<file path="src/rtl/l1b_cycle_ctrl.sv">
// L1B bus cycle sequencer: derives cpu_phi2 from hsclk and steers each
// CPU cycle to local SRAM, the BBC host bus (phi0 aligned) or nowhere.
module l1b_cycle_ctrl #(
  parameter int unsigned HS_DIV = 4
) (
  input  logic        hsclk,
  input  logic        resetb,
  input  logic        bbc_phi0,
  input  logic        host_rdy,
  input  logic        cpu_vda,
  input  logic        cpu_vpa,
  input  logic        cpu_rnw,
  input  logic [7:0]  cpu_bank,
  input  logic [15:0] cpu_addr,
  input  logic        map_bbc_all,
  output logic        cpu_phi2,
  output logic        ram_ceb,
  output logic        ram_oeb,
  output logic        ram_web,
  output logic        bbc_addr_en,
  output logic        bbc_data_oe,
  output logic        lat_en,
  output logic        bbc_sync,
  output logic        host_active
);

  typedef enum logic [2:0] {
    FAST_LO,
    FAST_HI,
    HOST_WAIT,
    HOST_LO,
    HOST_HI
  } state_e;

  typedef enum logic [1:0] {
    K_INT,
    K_LOCAL,
    K_HOST
  } kind_e;

  localparam logic [3:0] LAST    = 4'(HS_DIV - 1);
  localparam logic [3:0] WE_LAST = 4'(HS_DIV - 2);

  state_e     state_q, state_d;
  kind_e      kind_q, kind_d, kind_now;
  logic [3:0] cnt_q, cnt_d;
  logic       rnw_q, rnw_d;
  logic [2:0] s_q;
  logic       rise, fall;

  logic phi2_q, ceb_q, oeb_q, web_q;
  logic aen_q, doe_q, lat_q, sync_q, act_q;
  logic phi2_d, ceb_d, oeb_d, web_d;
  logic aen_d, doe_d, lat_d, sync_d, act_d;
  logic fast_local, hold, in_host;

  logic unused_addr;
  assign unused_addr = ^cpu_addr[7:0];

  assign rise = s_q[1] & ~s_q[2];
  assign fall = ~s_q[1] & s_q[2];

  always_comb begin
    kind_now = K_LOCAL;
    if (!(cpu_vda | cpu_vpa)) begin
      kind_now = K_INT;
    end else if (cpu_bank == 8'hFF ||
                 (cpu_bank == 8'h00 &&
                  (map_bbc_all ||
                   cpu_addr[15:8] inside {8'hFC, 8'hFD, 8'hFE}))) begin
      kind_now = K_HOST;
    end
  end

  always_comb begin
    state_d = state_q;
    cnt_d   = cnt_q;
    kind_d  = kind_q;
    rnw_d   = rnw_q;
    sync_d  = 1'b0;
    case (state_q)
      FAST_LO: begin
        if (cnt_q == LAST) begin
          kind_d  = kind_now;
          rnw_d   = cpu_rnw;
          cnt_d   = 4'd0;
          state_d = (kind_now == K_HOST) ? HOST_WAIT : FAST_HI;
        end else begin
          cnt_d = cnt_q + 4'd1;
        end
      end
      FAST_HI: begin
        if (cnt_q == LAST) begin
          cnt_d   = 4'd0;
          state_d = FAST_LO;
        end else begin
          cnt_d = cnt_q + 4'd1;
        end
      end
      HOST_WAIT: begin
        if (fall) begin
          state_d = HOST_LO;
          sync_d  = cpu_vpa & cpu_vda;
        end
      end
      HOST_LO: begin
        sync_d = sync_q;
        if (rise) state_d = HOST_HI;
      end
      HOST_HI: begin
        sync_d = sync_q;
        if (fall) begin
          // Not-ready stretches with phi2 held high; SYNC only on first pass.
          sync_d = 1'b0;
          if (host_rdy) begin
            state_d = FAST_LO;
            cnt_d   = 4'd0;
          end
        end
      end
      default: begin
        state_d = FAST_LO;
        cnt_d   = 4'd0;
      end
    endcase
  end

  always_comb begin
    fast_local = (state_d == FAST_HI) && (kind_d == K_LOCAL);
    hold       = (state_q == HOST_HI) && (state_d == FAST_LO);
    in_host    = (state_d == HOST_LO) || (state_d == HOST_HI);
    phi2_d     = (state_d == FAST_HI) || (state_d == HOST_HI);
    ceb_d      = ~fast_local;
    oeb_d      = ~(fast_local && rnw_d);
    web_d      = ~(fast_local && !rnw_d && (cnt_d <= WE_LAST));
    aen_d      = in_host || hold;
    doe_d      = !rnw_d && ((state_d == HOST_HI) || hold);
    lat_d      = rnw_d && (state_d == HOST_HI);
    act_d      = in_host || (state_d == HOST_WAIT);
  end

  always_ff @(posedge hsclk or negedge resetb) begin
    if (!resetb) begin
      state_q <= FAST_LO;
      cnt_q   <= 4'd0;
      kind_q  <= K_INT;
      rnw_q   <= 1'b1;
      s_q     <= 3'b000;
      phi2_q  <= 1'b0;
      ceb_q   <= 1'b1;
      oeb_q   <= 1'b1;
      web_q   <= 1'b1;
      aen_q   <= 1'b0;
      doe_q   <= 1'b0;
      lat_q   <= 1'b0;
      sync_q  <= 1'b0;
      act_q   <= 1'b0;
    end else begin
      state_q <= state_d;
      cnt_q   <= cnt_d;
      kind_q  <= kind_d;
      rnw_q   <= rnw_d;
      s_q     <= {s_q[1:0], bbc_phi0};
      phi2_q  <= phi2_d;
      ceb_q   <= ceb_d;
      oeb_q   <= oeb_d;
      web_q   <= web_d;
      aen_q   <= aen_d;
      doe_q   <= doe_d;
      lat_q   <= lat_d;
      sync_q  <= sync_d;
      act_q   <= act_d;
    end
  end

  assign cpu_phi2    = phi2_q;
  assign ram_ceb     = ceb_q;
  assign ram_oeb     = oeb_q;
  assign ram_web     = web_q;
  assign bbc_addr_en = aen_q;
  assign bbc_data_oe = doe_q;
  assign lat_en      = lat_q;
  assign bbc_sync    = sync_q;
  assign host_active = act_q;

endmodule

</file>
<file path="config.mk">
export PLATFORM = sky130hd
export DESIGN_NAME = l1b_cycle_ctrl
export DESIGN_NICKNAME = d
export VERILOG_FILES = /design/src/rtl/l1b_cycle_ctrl.sv
export SDC_FILE = /design/constraint.sdc
export NUM_CORES = 1
export LEC_CHECK = 0
export ABC_AREA = 1
export CORE_UTILIZATION = 32
export CTS_BUF_LIST = sky130_fd_sc_hd__clkbuf_8 sky130_fd_sc_hd__clkbuf_16
export CTS_CLUSTER_DIAMETER = 150
export DETAILED_ROUTE_END_ITERATION = 8
export GPL_ROUTABILITY_DRIVEN = 0
export SLEW_MARGIN = 0
export SYNTH_ARGS = -nofsm -noshare
export SYNTH_HDL_FRONTEND = slang
export SYNTH_SLANG_ARGS = --single-unit
</file>
<file path="constraint.sdc">
create_clock -name hsclk -period 3.45 [get_ports hsclk]
set_input_delay 0.8625 -clock hsclk [delete_from_list [all_inputs] [get_ports hsclk]]
set_output_delay 0.8625 -clock hsclk [all_outputs]
set_load 0.03 [all_outputs]
</file>
Word level (Yosys, flattened, before mapping):

Index checks and enable logic that the tools add are counted.

* bits in registers: 22
* logic and storage cells: 86
* input port bits: 32
* output and inout bits: 9

* multiplexer cells: 21
* bitwise gates (word level): 10
* eq/ne operators: 16
* add/sub/neg operators: 1
* $lt $le $gt $ge: 1
* reduce and logical (&&, ||, !) cells: 23

Operators with widths (number)
* 8-bit equality test (second input constant): 4
* 3-bit 2-to-1 mux: 6
* 3-bit case mux with 5 select lines: 1
* 3-bit by 2-bit equality test with 1-bit output (second input constant): 4
* 4-bit 2-to-1 mux: 3
* 4-bit case mux with 3 select lines: 1
* 2-bit 2-to-1 mux: 5
* 1-bit logical AND: 8
* 8-bit logical NOT: 1
* 1-bit logical OR: 7
* 3-bit by 1-bit equality test with 1-bit output (second input constant): 2
* 3-bit equality test (second input constant): 2
* 3-bit logical NOT: 2
* 1-bit NOT: 6
* 4-bit by 1-bit adder with 4-bit output (second input constant): 1
* 4-bit by 2-bit equality test with 1-bit output (second input constant): 1
* 4-bit by 2-bit less-or-equal comparator with 1-bit output (second input constant): 1
* 1-bit 2-to-1 mux: 4
* 2-bit OR reduction: 2
* 1-bit bitwise AND: 3
* 1-bit case mux with 3 select lines: 1
* 3-bit nonzero test: 1
* 2-bit by 1-bit equality test with 1-bit output (second input constant): 1
* 2-bit equality test (second input constant): 1
* 4 further kinds: 4

Longest topological paths before layout:

* depth after elaboration: 16
* depth in mapped cells: 13
* depth with buffers taken out: 13

Worst setup path before layout:

Ideal clock, no wire load.

* kind: input -> register
* start point: in cpu_bank[6]
* end point: reg web_q, in the netlist ram_web
* buffers on the path: 0
* setup slack: 1.716 ns
* arrival: 1.671 ns
* data required time: 3.386 ns
* stages on the path: 9
* cell sequence: nand4_1 -> or2_1 -> nand2_1 -> nand2_1 -> nand2_1 -> nand2_1 -> nand2_1 -> inv_1 -> nand3_1

* cells in the longest elaborated chain, start to end: 14
* elaborated cells between the ends (all ways): 18
* classes of those cells: 4 x eq/ne; 7 x mux; 1 x bitwise; 6 x reduce/logical

Ends and longest elaborated chain
* start, declared: RTL line 13 `input logic [7:0] cpu_bank,`
* 8-bit logical NOT: RTL line 68 `(cpu_bank == 8'h00 &&`
* 1-bit logical AND: RTL line 68
* 1-bit logical OR (*): RTL line 67 `end else if (cpu_bank == 8'hFF ||`
* 2-bit 2-to-1 mux (*): RTL line 67
* 2-bit 2-to-1 mux (*): RTL line 65 `if (!(cpu_vda | cpu_vpa)) begin`
* 2-bit equality test (*): RTL line 87 `state_d = (kind_now == K_HOST) ? HOST_WAIT : FAST_HI;`
* 2-bit 2-to-1 mux (*): RTL line 87
* 3-bit 2-to-1 mux (*): RTL line 83 `if (cnt_q == LAST) begin`
* 3-bit case mux with 5 select lines (*): RTL line 81 `case (state_q)`
* net state_d[0]: RTL line 44 `state_e state_q, state_d;`
* 3-bit by 1-bit equality test with 1-bit output (*): RTL line 129 `fast_local = (state_d == FAST_HI) && (kind_d == K_LOCAL);`
* 1-bit logical AND (*): RTL line 129
* 1-bit logical AND (*) (2 in a row): RTL line 135 `web_d = ~(fast_local && !rnw_d && (cnt_d <= WE_LAST));`
* 1-bit NOT (*): RTL line 135
* net web_d: RTL line 53 `logic phi2_d, ceb_d, oeb_d, web_d;`
* end signal, assigned: RTL line 167 `web_q <= web_d;`
* end, declared: RTL line 51 `logic phi2_q, ceb_q, oeb_q, web_q;`

Mark *: on every way through the listed nets, which the timed path passes. The rest lies on a longest branch.
A chain may end at the register's enable or synchronous reset.

Final worst setup path:

* start point: reg web_q, in the netlist ram_web
* end point: out ram_web

RTL lines
* end, declared: RTL line 19 `output logic ram_web,`

No word-level cell between the ends.

==> results.md <==
* Status: complete, no violations
* Core area at approximately 3100 um^2
* Net switching power at 373 uW
* Non-Filler Instances at approximately 210
* Worst-Margin Slew at 0.935 ns
* ANT nets after route at 0
* Most numerous cell in the Yosys netlist: nand2_1
* CP Launch Type: flip-flop
* Maximum fanout along the worst path at 1
* Top Ports at just over 40
* Clock latency on the worst-skew pair at approximately 0.26 ns
* Crit path largest cell delay at ~0.66 ns
* Hold WC Path Type: flip-flop to flip-flop
* Synth cell types at 24
* Post-synth EDFFs at 0
* Netlist area before placement at approximately 1100 um^2
* Global router's overall resource usage at 0.137
* Crit end category: output pin
* Post-synthesis compound-gate area fraction at 0.0823
* Crit-path leading delay family: buffers and inverters
* Post-synthesis xor/xnor area fraction at 0.0162
* Final WL at between 2000 and 2500 um
* Final Setup Violations at 0
* CTS Hold Buffers Added at 0
* Die Area at 3610 um^2
* 1st-iter DRT viols at between 40 and 50
* P_leak at between 0.0007 and 0.0008 uW
* RSZ-0062 raised after global routing: false
* Critical path class: flip-flop to output pin
* #FFs+latches synth at 22
* Comb pwr share at 0.401
* Worst rel slew slack at 0.375
* DR vias at between 900 and 1000
* Routed WL per cell at a little under 10 um
* DRC viols at 0
* Setup WS pre-CTS at 1.06 ns
* Die Y at about 60 um
* F_max at approximately 430 MHz
* Critical path arrival at approximately 1.4 ns
* Clk pwr share at 0.227
* Clock Sinks at 22
* Clock tree buffer depth at 2
* Ys flop type: dfrtp_1
* Final Instance Area at 1530 um^2
* Crit path buffers/inverters at 1
* Global Route met3 Usage at 0.0195
* Port Buffers at 32
* Worst Skew at 0.00214 ns
* CTS tree: yes
* Met2 usage at 0.237
* Die X-Extent at approximately 60 um
* Share of cells above drive strength 1 at 0.115
* CP Cell Sequence: clkdlybuf4s50_1
* Setup bufs post-CTS at 0
* Part of the cycle the worst path needs at 0.667
* Clk slew on worst S/H paths at ~0.080 ns
* Final Critical Period at around 2.3 ns
* Switching share of total power at 0.356
* Vias/cell at around 4.4
* Syn avg cell area at approximately 8.4 um^2
* Internal Pwr Total at 674 uW
* Pwr dens at between 600 and 700 nW/um^2
* Largest family of logic cells by synthesized area: simple AND/OR/NAND/NOR gates
* Endpoints failing hold at 0
* Multiplexer share of the synthesized area at 0
* Worst vdd ir at 183 uV
* GR peak layer: met2
* Area contributors post-synth: dfrtp_1 (42%), nand2_1 (13%), dfstp_2 (9.7%)
* H-tree levels at 1
* Antenna Cells at 0
* Dpl cells at between 200 and 250
* Largest net degree at the start of global routing at 23
* Post-Synth Adder-Cell Area at 0.0116
* Row count at 20
* Total nets after synthesis at between 150 and 200
* Worst EP required at around 2.6 ns
* CTS Buf Count at 3
* Met1 Use GR at 0.158
* First-pass GRT wire length at 3590 um
* Area grow syn2layout at 41.4%
* Sequential fraction of the synthesis area at 0.514
* Cells after synthesis at approximately 130
* Setup TNS at 0 ns
* Pins over their slew limit at 0
* Synth top area share at 0.417
* Sequential Power Share at 0.372
* Final Util at 0.488
* CTS root buffer: clkbuf_8
* DP HPWL at roughly 1600 um
* Post-synth top area cell: dfrtp_1
* Setup ws final at 1.15 ns
* GR Overflow Total at 0
* Final net count at 199
* Yosys warnings at 0
* Synth top cells by count: nand2_1 (37), nor2_1 (19), dfrtp_1 (18), inv_1 (17), nand3_1 (5)
* Slowest cell on crit path: clkdlybuf4s50_1
* Starting Density at 0.345
* Ys async rst share at 1.00
* R2R Setup Slk at approximately 1.8 ns
* Dpl cell area at 1460 um^2
* Initial antenna violation count at 0
* Pre-Repair DR Iteration Count at 4
* # Max-Cap Violations at 0
* Post-Synth Simple-Gate Area at 0.306
* Cts repair resizes at 0
* Vias in the first global route at 900
flip-flops by register name, indices dropped and copies added, names as in the netlist, 2 cells and up:
signal and flops:
kind_q 2, cnt_q 4, state_q 3, s_q 3
power groups by stage:
stage	sequential (uW)	clock, uW	combinational [uW]
finish	389	237	420
global route	401	253	477
CTS	391	243	424
detailed placement	396	0	422
global placement	393	0	416
floorplan	432	0	255
final timing paths:
check                          from          to  cells past startpoint
setup / recovery            ram_web     ram_web                      1
hold / removal               s_q[0]      s_q[1]                      0
setup reg to reg           cnt_q[0]     ram_web                      9
hold reg to reg              s_q[0]      s_q[1]                      0
max in group asynchronous    resetb  state_q[0]                      1
min in group asynchronous    resetb      s_q[1]                      1
kinds of logic after synthesis:
family | count (synthesis)
AND/OR/NAND/NOR | 72
flip-flops | 22
buffers and inverters | 20
AO/OA/AOI/OAI | 12
XOR/XNOR | 2
adder cells (fa/ha/maj) | 1
final cells by class:
cell class	count	area, um^2
clock buffers	3	41.3
flip-flops and latches	22	556
well taps	44	55.1
fillers	320	1600
repair buffers	32	320
multi-input cells	87	449
clock inverters	1	30.0
inverters	20	75.1
metal layers:
metal | vias up | share of wire | wire length [um]
li1 | 471 | - | -
met1 | 420 | 0.45 | 929
met2 | 30 | 0.48 | 981
met3 | 4 | 0.047 | 97
met4 | 0 | 0.023 | 47
met5 | - | 0 | 0
layout by cell type, fill, tap and decap left out, types with 2 or more instances in the layout:
master	n
dfrtp_1	18
nor2_1	19
dfstp_2	4
or2_1	3
o21ai_2	2
nand4_1	3
nand2_1	37
inv_2	3
clkbuf_8	3
nand3_1	5
o21ai_0	3
clkdlybuf4s50_1	32
a22oi_1	2
inv_1	17
a21oi_1	2
metrics by stage:
stage	hold slack [ns]	power [uW]
after global routing	0.376	1130
after floorplan	0.331	688
after global placement	0.338	809
after CTS	0.360	1060
final	0.356	1050
after detailed placement	0.342	818
(Power assumes the default switching activity.)
